<file path="config.mk">
export PLATFORM = sky130hd
export DESIGN_NAME = mem_access_sequencer
export DESIGN_NICKNAME = d
export VERILOG_FILES = /design/src/rtl/mem_seq_pkg.sv /design/src/rtl/mem_access_sequencer_store_merge.sv /design/src/rtl/mem_access_sequencer.sv
export SDC_FILE = /design/constraint.sdc
export NUM_CORES = 1
export LEC_CHECK = 0
export BUFFER_PORTS_ARGS = -buffer_cell sky130_fd_sc_hd__buf_4
export CELL_PAD_IN_SITES_DETAIL_PLACEMENT = 1
export CELL_PAD_IN_SITES_GLOBAL_PLACEMENT = 1
export CORE_UTILIZATION = 44
export CTS_BUF_LIST = sky130_fd_sc_hd__clkbuf_4 sky130_fd_sc_hd__clkbuf_8
export CTS_CLUSTER_SIZE = 30
export DETAILED_ROUTE_END_ITERATION = 12
export PLACE_DENSITY = 0.95
export SLEW_MARGIN = 20
export SYNTH_ARGS = -nofsm -noshare
export SYNTH_HDL_FRONTEND = slang
export SYNTH_HIERARCHICAL = 1
export SYNTH_SLANG_ARGS = --single-unit
</file>
<file path="constraint.sdc">
create_clock -name clock -period 8.9 [get_ports clock]
set_input_delay 0.445 -clock clock [delete_from_list [all_inputs] [get_ports clock]]
set_output_delay 0.445 -clock clock [all_outputs]
set_load 0.02 [all_outputs]
</file>
<file path="src/rtl/mem_seq_pkg.sv">
// Shared size codes, sequencer state encoding and load-result masking
// for the data-memory access sequencer.
package mem_seq_pkg;

    localparam logic [1:0] SIZE_BYTE = 2'b00;
    localparam logic [1:0] SIZE_HALF = 2'b01;
    localparam logic [1:0] SIZE_WORD = 2'b10;
    localparam logic [1:0] SIZE_RSVD = 2'b11;

    typedef logic [1:0] state_t;
    localparam state_t ST_IDLE  = 2'd0;
    localparam state_t ST_READ  = 2'd1;
    localparam state_t ST_WRITE = 2'd2;
    localparam state_t ST_DONE  = 2'd3;

    // Zero-extends the addressed low part of the read word.
    function automatic logic [31:0] load_mask(input logic [31:0] rdata,
                                              input logic [1:0]  size);
        logic [31:0] res;
        case (size)
            SIZE_BYTE: res = {24'h000000, rdata[7:0]};
            SIZE_HALF: res = {16'h0000, rdata[15:0]};
            default:   res = rdata;
        endcase
        return res;
    endfunction

endpackage

</file>
<file path="src/rtl/mem_access_sequencer_store_merge.sv">
// Combinational read-modify-write merge: replaces the low byte or half of
// the old memory word with the new store data; word size passes new data.
module store_merge
    import mem_seq_pkg::*;
(
    input  logic [31:0] old_word,
    input  logic [31:0] new_data,
    input  logic [1:0]  size,
    output logic [31:0] merged
);

    always_comb begin
        merged = new_data;
        case (size)
            SIZE_BYTE: merged = {old_word[31:8], new_data[7:0]};
            SIZE_HALF: merged = {old_word[31:16], new_data[15:0]};
            default:   merged = new_data;
        endcase
    end

endmodule

</file>
<file path="src/rtl/mem_access_sequencer.sv">
// Multicycle load/store sequencer with read-modify-write for sub-word stores.
// Optional macro ALIGN_CHECK_EN rejects misaligned half/word requests with err.
module mem_access_sequencer
    import mem_seq_pkg::*;
#(
    parameter int MEM_LATENCY = 2,
    parameter int ADDR_W      = 32
) (
    input  logic              clock,
    input  logic              reset,
    input  logic              start,
    input  logic              is_store,
    input  logic [1:0]        size,
    input  logic [ADDR_W-1:0] addr,
    input  logic [31:0]       store_data,
    output logic              busy,
    output logic              done,
    output logic              err,
    output logic [31:0]       load_data,
    output logic [ADDR_W-1:0] mem_addr,
    output logic              mem_wr,
    output logic [31:0]       mem_wdata,
    input  logic [31:0]       mem_rdata,
    output logic [1:0]        size_sel
);

    // A one-bit counter still works when MEM_LATENCY is 1: it never advances.
    localparam int CNT_W = (MEM_LATENCY > 1) ? $clog2(MEM_LATENCY) : 1;
    localparam logic [CNT_W-1:0] CNT_LAST = CNT_W'(MEM_LATENCY - 1);

    state_t           state;
    logic [CNT_W-1:0] cnt;
    logic             err_q;
    logic             is_store_q;
    logic [31:0]      store_data_q;
    logic [31:0]      merged;
    logic             req_err;

    always_comb begin
        req_err = (size == SIZE_RSVD);
`ifdef ALIGN_CHECK_EN
        if ((size == SIZE_HALF && addr[0]) ||
            (size == SIZE_WORD && addr[1:0] != 2'b00))
            req_err = 1'b1;
`endif
    end

    store_merge u_store_merge (
        .old_word (mem_rdata),
        .new_data (store_data_q),
        .size     (size_sel),
        .merged   (merged)
    );

    always_ff @(posedge clock) begin
        if (state == ST_IDLE && start) begin
            is_store_q   <= is_store;
            store_data_q <= store_data;
        end
    end

    always_ff @(posedge clock or posedge reset) begin
        if (reset) begin
            state     <= ST_IDLE;
            cnt       <= '0;
            err_q     <= 1'b0;
            load_data <= 32'h0;
            mem_addr  <= '0;
            mem_wdata <= 32'h0;
            size_sel  <= SIZE_WORD;
        end else begin
            case (state)
                ST_IDLE: begin
                    if (start) begin
                        size_sel <= size;
                        err_q    <= req_err;
                        cnt      <= '0;
                        if (req_err) begin
                            state <= ST_DONE;
                        end else begin
                            mem_addr <= addr;
                            if (is_store && size == SIZE_WORD) begin
                                mem_wdata <= store_data;
                                state     <= ST_WRITE;
                            end else begin
                                state <= ST_READ;
                            end
                        end
                    end
                end
                ST_READ: begin
                    if (cnt == CNT_LAST) begin
                        if (is_store_q) begin
                            mem_wdata <= merged;
                            state     <= ST_WRITE;
                        end else begin
                            load_data <= load_mask(mem_rdata, size_sel);
                            state     <= ST_DONE;
                        end
                    end else begin
                        cnt <= cnt + 1'b1;
                    end
                end
                ST_WRITE: state <= ST_DONE;
                ST_DONE: begin
                    err_q <= 1'b0;
                    state <= ST_IDLE;
                end
                default: state <= ST_IDLE;
            endcase
        end
    end

    assign busy   = (state != ST_IDLE);
    assign done   = (state == ST_DONE);
    assign err    = done && err_q;
    assign mem_wr = (state == ST_WRITE);

endmodule

</file>
Word-level counts from Yosys, hierarchy flattened
Cells that the tools add are included.
- latch bits: 0
- ROM bits: 0
- memories: 0
- input port bits: 102
- bits in registers: 135
- bits in writable memories: 0
- output and inout port bits: 102
- word-level logic and storage cells: 57
- $add $sub $neg: 1
- $mul: 0
- reductions and logical operators: 15
- div/mod/pow operators: 0
- bitwise gates (word level): 2
- $lt $le $gt $ge: 0
- equal/unequal tests: 11
- shift-type cells: 0
- multiplexer cells: 19
- operator list (cell ; number):
    case mux 32 bit (2 select lines) ; 3
    two-way mux 32 bit ; 5
    equality test 2 bit (second input constant) ; 4
    two-way mux 2 bit ; 4
    inequality test 2 bit (second input constant) ; 4
    case mux 2 bit (4 select lines) ; 1
    AND reduction 2 bit ; 4
    AND reduction 3 bit ; 2
    AND reduction 6 bit ; 1
    nonzero test 2 bit ; 3
    equality test 2 x 1 -> 1 bit (second input constant) ; 2
    zero test 2 bit ; 2
    two-way mux 1 bit ; 4
    case mux 1 bit (2 select lines) ; 2
    logical AND 1 bit ; 3
    inequality test 2 x 1 -> 1 bit (second input constant) ; 1
    NOT 1 bit ; 2
    adder 1 bit (second input constant) ; 1

Depth between registers and ports, before layout
Gate-level depths: netlist of the first run.
- word-level depth: 6
- depth in mapped cells: 9
- gate-level depth less buffers: 6

Hierarchy
Netlist of the first run, hierarchy kept.
- by module, submodules not included (module ; seq. area each (um2) ; times used ; area each (um2) ; cells each):
    mem_access_sequencer ; 3544.6 ; 1 ; 5531.6 ; 371
    store_merge ; 0.0 ; 1 ; 419.2 ; 35

Worst setup path before layout of the first run
Ideal clock, no wire load.
- path kind: reg-to-reg
- start: register state[0]
- end: register mem_addr[0]
- setup time: 0.125 ns
- required time: 8.775 ns
- buffers on the path: 1
- period minus slack after synthesis: 2.446 ns
- cell stages (with the launch flop): 8
- setup slack: 6.454 ns
- arrival: 2.322 ns
- cells stage by stage: dfrtp_1 > inv_1 > ha_1 > nand2_1 > inv_1 > nand2_1 > buf_2 > mux2_2
- word-level cells in the longest chain between the ends: 2
- RTL lines (element ; line ; source):
    start, declared ; mem_access_sequencer.sv:31 ; state_t state;
    start signal, assigned ; mem_access_sequencer.sv:64 ; state <= ST_IDLE;
    start signal, assigned ; mem_access_sequencer.sv:79 ; state <= ST_DONE;
    start signal, assigned ; mem_access_sequencer.sv:84 ; state <= ST_WRITE;
    zero test 2 bit ; mem_access_sequencer.sv:72 ; case (state)
    AND reduction 3 bit (no source line) ; -- ;
    end signal, assigned ; mem_access_sequencer.sv:81 ; mem_addr <= addr;
    end, declared ; mem_access_sequencer.sv:20 ; output logic [ADDR_W-1:0] mem_addr,
Every way passes these cells.
A chain may end at the register's enable or synchronous reset.

Final worst setup path of the first run
- start: register state[1]
- end: register load_data[3]
- word-level cells in the longest chain between the ends: 2
- RTL lines (element ; line ; source):
    equality test 2 x 1 -> 1 bit ; mem_access_sequencer.sv:72 ;
    AND reduction 3 bit (no source line) ; -- ;
    end signal, assigned ; mem_access_sequencer.sv:97 ; load_data <= load_mask(mem_rdata, size_sel);
    end, declared ; mem_access_sequencer.sv:19 ; output logic [31:0] load_data,
Every way passes these cells.

==> impl_metrics.py, run 1 <==
metrics = {
    "outcome": {
        "status": "completed",
    },
    "global_route": {
        "grt_pass1_vias": 4386,
        "antenna_found_initial": 0,
        "grt_pass1_wl_um": 24000,
        "grt_usage_pct": 22.8,
        "gr-total-overflow": 0,
        "grt_max_degree": 57,
    },
    "power_and_ir_drop": {
        "power.total_uw": 3110,
        "powerDensity_nw_per_um2": 394,
        "vdd_ir_drop_max_mv": 0.186,
        "power.leakage_uw": 0.00373,
    },
    "synth": {
        "synth_top_family_by_area": "multiplexers",
        "synth_nets": 514,
        "syn-cell-area_um2": 5950,
        "postSynthCellCount": 406,
        "synthSimpleGateAreaFrac_pct": 5.11,
        "yosysTopAreaCellShare_pct": 42.5,
        "ys_types": 29,
        "yosysWarnings": 6,
        "synth_largest_area_cell": "dfrtp_1",
        "ys_top_cells_by_area": "dfrtp_1, mux2_2, edfxtp_1",
        "ys_seq_area_share_pct": 59.6,
        "avgSynthCellArea_um2": 14.7,
        "synth_compound_area_share_pct": 3.11,
        "synth.area.mux_share_pct": 27.1,
        "yosys.area_share.xor_xnor_pct": 0,
        "synth_seq_cells": 135,
        "synth_fa_ha_area_share_pct": 1.26,
    },
    "clock_tree": {
        "cts_buffers": 17,
        "post_cts_buffers": 0,
        "clk_pin_slew_ps": 70,
        "cts_hold_buf": 0,
        "cts.path.max_buffers": 2,
        "cts-root-buf": "clkbuf_8",
        "post_cts_resized": 0,
        "cts_sinks": 135,
        "tritoncts": "done",
        "clk_latency_ps": 430,
        "h-tree-depth": 4,
    },
    "cells_and_area": {
        "multi_input_area_um2": 2190,
        "syn_to_final_growth_pct": 32.7,
        "regArea_um2": 3540,
        "fill_cells": 1329,
        "drive_gt1_share_pct": 61.6,
        "antenna_cells": 0,
        "nets": 709,
    },
    "route": {
        "vias_per_cell": 4.99,
        "ant_nets": 0,
        "drcViolationCount": 0,
        "dr_total_vias": 3939,
        "drt_first_pass_iters": 4,
        "routed_wl_um": 15100,
        "first_iter_violations": 197,
        "wl_per_cell_um": 19.1,
    },
    "sta": {
        "setup_viol": 0,
        "period_share_pct": 31.7,
        "period_needed_ps": 2820,
        "slew_violations": 0,
        "finalHoldViolCount": 0,
        "tightestPinTransition_ps": 948,
        "rsz0062_at_grt": "no",
        "maxSlewHeadroom_pct": 36.6,
        "fmax_mhz": 354,
        "holdWs_ps": 93.3,
        "setup_tns_ps": 0,
        "finalClockSkew_ps": 7.28,
    },
    "worst_setup_path": {
        "worst_setup_path_start_kind": "flop",
        "required_ps": 9220,
        "worstPathArrival_ps": 3140,
        "endpoint_kind": "flop",
        "crit_path_max_fanout": 56,
        "crit_type": "flop to flop",
    },
    "die": {
        "die_y_um": 118,
        "core-area_um2": 13200,
        "io_pins": 204,
        "initial_core_util_pct": 45.1,
        "core.rowCount": 42,
        "dieArea_um2": 14000,
        "die_w_um": 118,
    },
    "place": {
        "place.gp.congestion": 0.746,
        "dpl.hpwl_um": 10800,
        "portBuffers": 203,
    },
    "flow_run": {
        "cap_violations": 0,
    },
    "hold_path": {
        "hold_path_class": "primary input to async pin",
    },
}
-- per-layer routing --
layer | GRT usage, % | wire, um
met5 | 0 | 0
met4 | 12.1 | 517
met3 | 4.34 | 591
met2 | 40.0 | 8020
met1 | 26.2 | 5920
-- report_power, final --
group	switching, uW	internal [uW]	leakage [uW]	total [uW]
registers	188	910	0.00153	1100
clock network	219	255	0.000205	474
logic	752	786	0.00199	1540
total	1160	1950	0.00373	3110
-- state kept, by name, summed over array words and instances, names as in the netlist --
register and flops:
is_store_q 1, store_data_q 32, cnt 1, state 2, err_q 1, size_sel 2, mem_addr 32, load_data 32
mem_wdata 32
-- final timing paths --
kind | slack (ps) | to | from | depth (start not counted)
worst max-delay path | 6080 | load_data[3] | state[1] | 5
worst min-delay path | 90 | mem_addr[22] | reset | 2
worst max register to register | 6080 | load_data[3] | state[1] | 5
worst min register to register | 480 | load_data[28] | load_data[28] | 2
max in group asynchronous | 7650 | mem_wdata[0] | reset | 3
min in group clock | 190 | store_data_q[29] | store_data[29] | 1
-- worst max-delay path, stage by stage, from the launching register on --
cell,delay [ps]
dfrtp_1,420
inv_1,140
ha_2,780
nor2b_4,310
nand2_2,530
mux2_2,500
-- cells in the mapped netlist, drive strengths merged --
cell / n
buf: 22
nand3: 1
inv: 7
a31oi: 1
o31ai: 1
ha: 6
edfxtp: 33
o21ai: 26
or3: 1
nor2: 5
nand3b: 1
or2: 1
o211ai: 2
nand2: 54
nor2b: 2
clkbuf: 7
dfrtp: 101
mux2: 130
a21oi: 3
and2: 1
dfstp: 1
-- per-stage QoR --
stage               cell area, um2  worst slack [ps]  instances  utilization [%]
floorplan                     5950              5780        406                -
global placement              7520              5950        758             57.0
detailed placement            7520              6010        758             57.0
CTS                           7900              5990        790             59.9
global route                  7900              5820        790             59.9
finish                        7900              6080        790             59.9
-- cells in the final DEF, fill, tap and decap left out, drive strengths merged --
cell and count:
or3 1, dfrtp 101, or2 1, nand3 1, edfxtp 33, clkinv 4
a21oi 3, ha 6, nor2 5, buf 205, inv 6, nand2 54
nand3b 1, o211ai 2, clkbuf 29, mux2 130, dfstp 1, nor2b 2
o21ai 26, a31oi 1, and2 1, o31ai 1
-- layout make-up --
type                       count  share of cell area, %
timing repair buffer         205                   19.5
inverter                       7                  0.365
multi-input combinational    235                   27.7
clock inverter                 3                  0.190
tap                          176                   2.79
clock buffer                  29                   4.58
sequential                   135                   44.9
-- cells by family (layout without fill, tap and decap cells) --
| kind of cell | count (synthesis) | in the layout |
|---|---|---|
| AO/OA/AOI/OAI | 33 | 33 |
| buffers and inverters | 36 | 244 |
| flip-flops | 135 | 135 |
| AND/OR/NAND/NOR | 66 | 66 |
| adder cells (fa/ha/maj) | 6 | 6 |
| multiplexers | 130 | 130 |
Power figures use the tool's default switching activity.
==> run 2, diff against run 1 <==
--- a/config.mk
+++ b/config.mk
@@ -8,11 +8,11 @@
 export BUFFER_PORTS_ARGS = -buffer_cell sky130_fd_sc_hd__buf_4
 export CELL_PAD_IN_SITES_DETAIL_PLACEMENT = 1
 export CELL_PAD_IN_SITES_GLOBAL_PLACEMENT = 1
-export CORE_UTILIZATION = 44
+export CORE_UTILIZATION = 37
 export CTS_BUF_LIST = sky130_fd_sc_hd__clkbuf_4 sky130_fd_sc_hd__clkbuf_8
 export CTS_CLUSTER_SIZE = 30
 export DETAILED_ROUTE_END_ITERATION = 12
-export PLACE_DENSITY = 0.95
+export PLACE_DENSITY = 0.87
 export SLEW_MARGIN = 20
 export SYNTH_ARGS = -nofsm -noshare
 export SYNTH_HDL_FRONTEND = slang
==> constraint.sdc (replaced) <==
create_clock -name clock -period 2.5 [get_ports clock]
set_input_delay 0.125 -clock clock [delete_from_list [all_inputs] [get_ports clock]]
set_output_delay 0.125 -clock clock [all_outputs]
set_load 0.02 [all_outputs]
==> run 2 against run 1 <==
  * Worst hold slack better by 210 ps
  * Core utilization down 0.91 points
  * First-iteration DRC count down 25%
==> impl_metrics.py, run 2 (synthesis gave the netlist of run 1 again) <==
metrics = {
    "clock_tree": {
        "clk_latency_ps": 440,
        "cts.path.max_buffers": 2,
        "cts_buffers": 17,
        "clk_pin_slew_ps": 80,
        "cts-root-buf": "clkbuf_8",
        "cts_sinks": 135,
        "tritoncts": "done",
        "h-tree-depth": 4,
    },
    "global_route": {
        "grt_pass1_wl_um": 29100,
        "grt_usage_pct": 23.9,
        "grt_pass1_vias": 5192,
        "antenna_found_initial": 5,
        "grt_max_degree": 52,
        "gr-total-overflow": 0,
    },
    "worst_setup_path": {
        "crit_family": "buffers and inverters",
        "crit_chain": "inv_1 -> ha_1 -> nor2b_2 -> a21oi_4 -> nand3_4 -> buf_4 -> mux2_2",
        "worst_setup_path_start_kind": "flop",
        "cp_slowest_cell": "dfrtp_1",
        "endpoint_kind": "flop",
        "worstPathArrival_ps": 2430,
        "rr_startpoint": "state[0]",
        "required_ps": 2820,
        "crit_start": "state[0]",
        "cp_num_buf_inv": 2,
        "cpPeakStageDelay_ps": 430,
        "crit_type": "flop to flop",
        "crit_path_max_fanout": 18,
    },
    "power_and_ir_drop": {
        "powerDensity_nw_per_um2": 1280,
        "power.leakage_uw": 0.00422,
        "vdd_ir_drop_max_mv": 0.785,
    },
    "route": {
        "dr_total_vias": 4474,
        "drcViolationCount": 0,
        "first_iter_violations": 148,
        "ant_nets": 0,
        "vias_per_cell": 4.75,
        "drt_first_pass_iters": 4,
        "routed_wl_um": 19000,
        "wl_per_cell_um": 20.2,
    },
    "place": {
        "place.gp.congestion": 0.757,
        "dp_cells": 803,
        "dpl.hpwl_um": 11600,
        "portBuffers": 203,
        "placed_cell_area_um2": 7650,
    },
    "cells_and_area": {
        "syn_to_final_growth_pct": 52.8,
        "stdcell_count": 941,
        "layout_common_cells": "buf_4, dfrtp_1, dlygate4sd3_1, mux2_2, nand2_1",
        "final_util_pct": 58.9,
        "final_common_cell": "buf_4",
        "fill_cells": 1576,
        "multi_input_area_um2": 2180,
        "final_area_um2": 9090,
        "nets": 820,
        "drive_gt1_share_pct": 53.4,
        "regArea_um2": 3540,
    },
    "die": {
        "initial_core_util_pct": 38.6,
        "dieArea_um2": 16600,
        "core.rowCount": 45,
        "io_pins": 204,
        "core-area_um2": 15400,
        "die_w_um": 129,
        "die_y_um": 129,
    },
    "flow_run": {
        "cap_violations": 0,
    },
    "sta": {
        "holdWs_ps": 301,
        "setup_tns_ps": 0,
        "setup_viol": 0,
        "finalClockSkew_ps": 12.9,
        "period_needed_ps": 2110,
        "finalHoldViolCount": 0,
        "maxSlewHeadroom_pct": 58.5,
        "slew_violations": 0,
        "rsz0062_at_grt": "no",
        "fmax_mhz": 474,
        "tightestPinTransition_ps": 620,
        "period_share_pct": 84.4,
    },
    "outcome": {
        "status": "completed",
    },
    "hold_path": {
        "hold_path_class": "primary input to async pin",
    },
}
## run 2: final timing paths
kind                               endpoint  slack (ps)  depth (start not counted)
setup / recovery              mem_wdata[12]         390                          7
hold / removal                 mem_addr[11]         300                          3
setup reg to reg              mem_wdata[12]         390                          7
hold reg to reg               load_data[31]         490                          2
max in group asynchronous       mem_addr[3]        1410                          4
min in group clock         store_data_q[27]         420                          2
## run 2: power breakdown
group          internal (uW)  switching [uW]  leakage (uW)  total, uW
logic                   2940            2950       0.00247       5880
registers               3230             584       0.00153       3820
clock network           1090             857      0.000224       1950
total                   7270            4390       0.00422      11700
## run 2: tightest hold or removal path, cell delays in order
cell	delay (ps)
dlygate4sd3_1	540
buf_4	140
clkinvlp_4	380
## run 2: routing by layer
layer | track usage [%] | share of wire (%) | vias up
met5 | 0 | 0 | -
met4 | 15.2 | 4.8 | 0
met3 | 4.37 | 2.9 | 62
met2 | 44.6 | 55 | 135
met1 | 24.6 | 37 | 2247
li1 | - | - | 2030
## run 2: cell type report
class | count | share of cell area [%]
diodes | 5 | 0.138
clock buffers | 23 | 3.27
clock inverters | 9 | 1.36
inverters | 7 | 0.330
multi-input cells | 235 | 24.0
flip-flops and latches | 135 | 39.0
well taps | 211 | 2.90
repair buffers | 316 | 29.0
## run 2: repair_timing
action,CTS,global route
hold buffers,101,0
buffers inserted,0,0
hold endpoints to repair,123,0
resized for setup,0,0
## run 2: stage by stage
stage          power, uW  setup WS (ps)
5_1_grt            12200            266
3_5_place_dp        9550            386
6_report           11700            391
3_3_place_gp        9260            545
2_1_floorplan       7440           53.6
4_1_cts            11600            371
==> run 3, diff against run 2 <==
--- a/config.mk
+++ b/config.mk
@@ -8,11 +8,11 @@
 export BUFFER_PORTS_ARGS = -buffer_cell sky130_fd_sc_hd__buf_4
 export CELL_PAD_IN_SITES_DETAIL_PLACEMENT = 1
 export CELL_PAD_IN_SITES_GLOBAL_PLACEMENT = 1
-export CORE_UTILIZATION = 37
+export CORE_UTILIZATION = 41
 export CTS_BUF_LIST = sky130_fd_sc_hd__clkbuf_4 sky130_fd_sc_hd__clkbuf_8
 export CTS_CLUSTER_SIZE = 30
 export DETAILED_ROUTE_END_ITERATION = 12
-export PLACE_DENSITY = 0.87
+export PLACE_DENSITY = 0.91
 export SLEW_MARGIN = 20
 export SYNTH_ARGS = -nofsm -noshare
 export SYNTH_HDL_FRONTEND = slang
==> constraint.sdc (replaced) <==
create_clock -name clock -period 2 [get_ports clock]
set_input_delay 0.1 -clock clock [delete_from_list [all_inputs] [get_ports clock]]
set_output_delay 0.1 -clock clock [all_outputs]
set_load 0.02 [all_outputs]
==> run 3 against run 2 <==
  * Power rose by 28%
  * First-iteration DRC count fell by 4.1%
  * Clock skew rose by 7.3 ps
  * Critical path depth did not move
  * Worst hold slack improved by 88 ps
  * Combinational power rose by 30%
  * Critical path type unchanged
  * Largest cell class unchanged
  * Largest power group unchanged
  * Highest routed layer unchanged
==> impl_metrics.py, run 3 (synthesis gave the netlist of run 1 again) <==
metrics = {
    "outcome": {
        "status": "completed",
    },
    "worst_setup_path": {
        "crit_chain": "inv_2 -> ha_4 -> nor2b_2 -> a21oi_4 -> nand3_4 -> buf_4 -> mux2_4",
        "worstPathArrival_ps": 2260,
        "required_ps": 2320,
        "cp_slowest_cell": "dfrtp_1",
        "endpoint_kind": "flop",
        "cp_num_cells": 7,
        "crit_type": "flop to flop",
        "cpPeakStageDelay_ps": 440,
        "crit_path_max_fanout": 13,
        "r2r_end": "mem_wdata[19]",
        "cp_num_buf_inv": 2,
        "rr_worst_depth": 7,
        "crit_family": "flip-flops",
        "worst_setup_path_start_kind": "flop",
        "rr_startpoint": "state[1]",
        "crit_start": "state[1]",
        "rrSetupSlack_ps": 60,
        "crit_end": "mem_wdata[19]",
    },
    "cells_and_area": {
        "drive_gt1_share_pct": 54.0,
        "layout_common_cells": "buf_4, dfrtp_1, dlygate4sd3_1, mux2_2, nand2_1",
        "nets": 817,
        "syn_to_final_growth_pct": 52.9,
        "fill_cells": 1333,
        "stdcell_count": 904,
        "final_util_pct": 64.8,
        "final_common_cell": "buf_4",
    },
    "die": {
        "dieArea_um2": 15000,
        "io_pins": 204,
        "core-area_um2": 14000,
        "die_w_um": 122,
        "initial_core_util_pct": 42.4,
        "core.rowCount": 43,
        "die_y_um": 122,
    },
    "clock_tree": {
        "h-tree-depth": 4,
        "cts_buffers": 17,
        "tritoncts": "done",
        "cts-root-buf": "clkbuf_8",
        "cts_sinks": 135,
        "cts.path.max_buffers": 2,
        "clk_pin_slew_ps": 80,
        "clk_latency_ps": 450,
    },
    "sta": {
        "period_needed_ps": 1940,
        "rsz0062_at_grt": "no",
        "holdWs_ps": 389,
        "finalClockSkew_ps": 20.3,
        "finalHoldViolCount": 0,
        "maxSlewHeadroom_pct": 62.5,
        "tightestPinTransition_ps": 562,
        "setup_viol": 0,
        "slew_violations": 0,
        "period_share_pct": 96.8,
        "fmax_mhz": 516,
    },
    "global_route": {
        "grt_pass1_wl_um": 29900,
        "antenna_found_initial": 2,
        "grt_usage_pct": 27.4,
        "grt_pass1_vias": 5272,
        "grt_max_degree": 103,
        "gr-total-overflow": 0,
    },
    "power_and_ir_drop": {
        "power.leakage_uw": 0.00424,
        "powerDensity_nw_per_um2": 1640,
        "vdd_ir_drop_max_mv": 0.795,
        "power.total_uw": 14900,
    },
    "route": {
        "drt_first_pass_iters": 4,
        "routed_wl_um": 19700,
        "drcViolationCount": 0,
        "wl_per_cell_um": 21.8,
        "ant_nets": 0,
        "dr_total_vias": 4508,
        "vias_per_cell": 4.99,
        "first_iter_violations": 142,
    },
    "place": {
        "place.gp.congestion": 0.742,
        "dpl.hpwl_um": 10600,
        "dp_cells": 769,
        "portBuffers": 203,
    },
    "flow_run": {
        "cap_violations": 0,
    },
    "hold_path": {
        "hold_path_class": "primary input to flop",
    },
}
==> run 3: cell types whose count changed in the layout (fill, tap and decap cells not counted), sizes merged <==
cell      before  now
buf          215  212
clkinv         6    5
inv            6    8
clkinvlp       1    3
clkbuf        23   20
diode          5    2
==> run 3: where the power goes <==
| part | switching, uW | leakage (uW) | internal, uW |
|---|---|---|---|
| Clock | 1140 | 0.000217 | 1310 |
| Sequential | 810 | 0.00153 | 4040 |
| Combinational | 3840 | 0.00249 | 3780 |
| Total | 5790 | 0.00424 | 9130 |
==> run 3: through the flow <==
step / instance area (um2) / TNS [ps] / setup WS (ps)
2_1_floorplan: 6010 / -2080 / -82.5
5_1_grt: 9100 / 0 / 2.84
4_1_cts: 9090 / 0 / 72.7
6_report: 9100 / 0 / 63.3
3_3_place_gp: 7660 / 0 / 112
3_5_place_dp: 7660 / -15.7 / -8.17
==> run 3: how the worst min path moves through the flow <==
stage	start	slack, ps	endpoint	cells past startpoint
3_5_place_dp	store_data[23]	290	store_data_q[23]	1
4_1_cts	store_data[4]	350	store_data_q[4]	2
5_1_grt	store_data[4]	370	store_data_q[4]	2
3_3_place_gp	store_data[12]	290	store_data_q[12]	1
6_report	store_data[3]	390	store_data_q[3]	2
2_1_floorplan	is_store	200	is_store_q	0
==> run 3: repair_timing <==
item | 4_1_cts | 5_1_grt
resized for setup | 1 | 1
buffers inserted | 0 | 0
hold buffers | 101 | 0
setup endpoints to repair | 2 | 1
endpoints found under the hold margin | 204 | 0
==> run 3: layout make-up <==
class / count / area [um2] / area share (%)
clock inverter: 12 / 148 / 1.62
timing repair buffer: 313 / 2650 / 29.1
tap: 180 / 225 / 2.48
clock buffer: 20 / 269 / 2.96
antenna: 2 / 5.00 / 0.0550
sequential: 135 / 3540 / 39.0
inverter: 7 / 33.8 / 0.371
multi-input combinational: 235 / 2230 / 24.5
==> run 3: worst register-to-register path, delay by kind of cell (launching register included) <==
family                   cells  cell delay (ps)
buffers and inverters        2              430
adder cells (fa/ha/maj)      1              190
AO/OA/AOI/OAI                1               80
AND/OR/NAND/NOR              2              350
flip-flops                   1              440
multiplexers                 1              340
==> run 3: metal layers <==
metal / global-route usage, % / wire, um / vias to the layer above
li1: - / - / 2016
met1: 30.1 / 7440 / 2280
met2: 49.9 / 10700 / 170
met3: 7.48 / 1070 / 42
met4: 10.7 / 496 / 0
met5: 0 / 0 / -
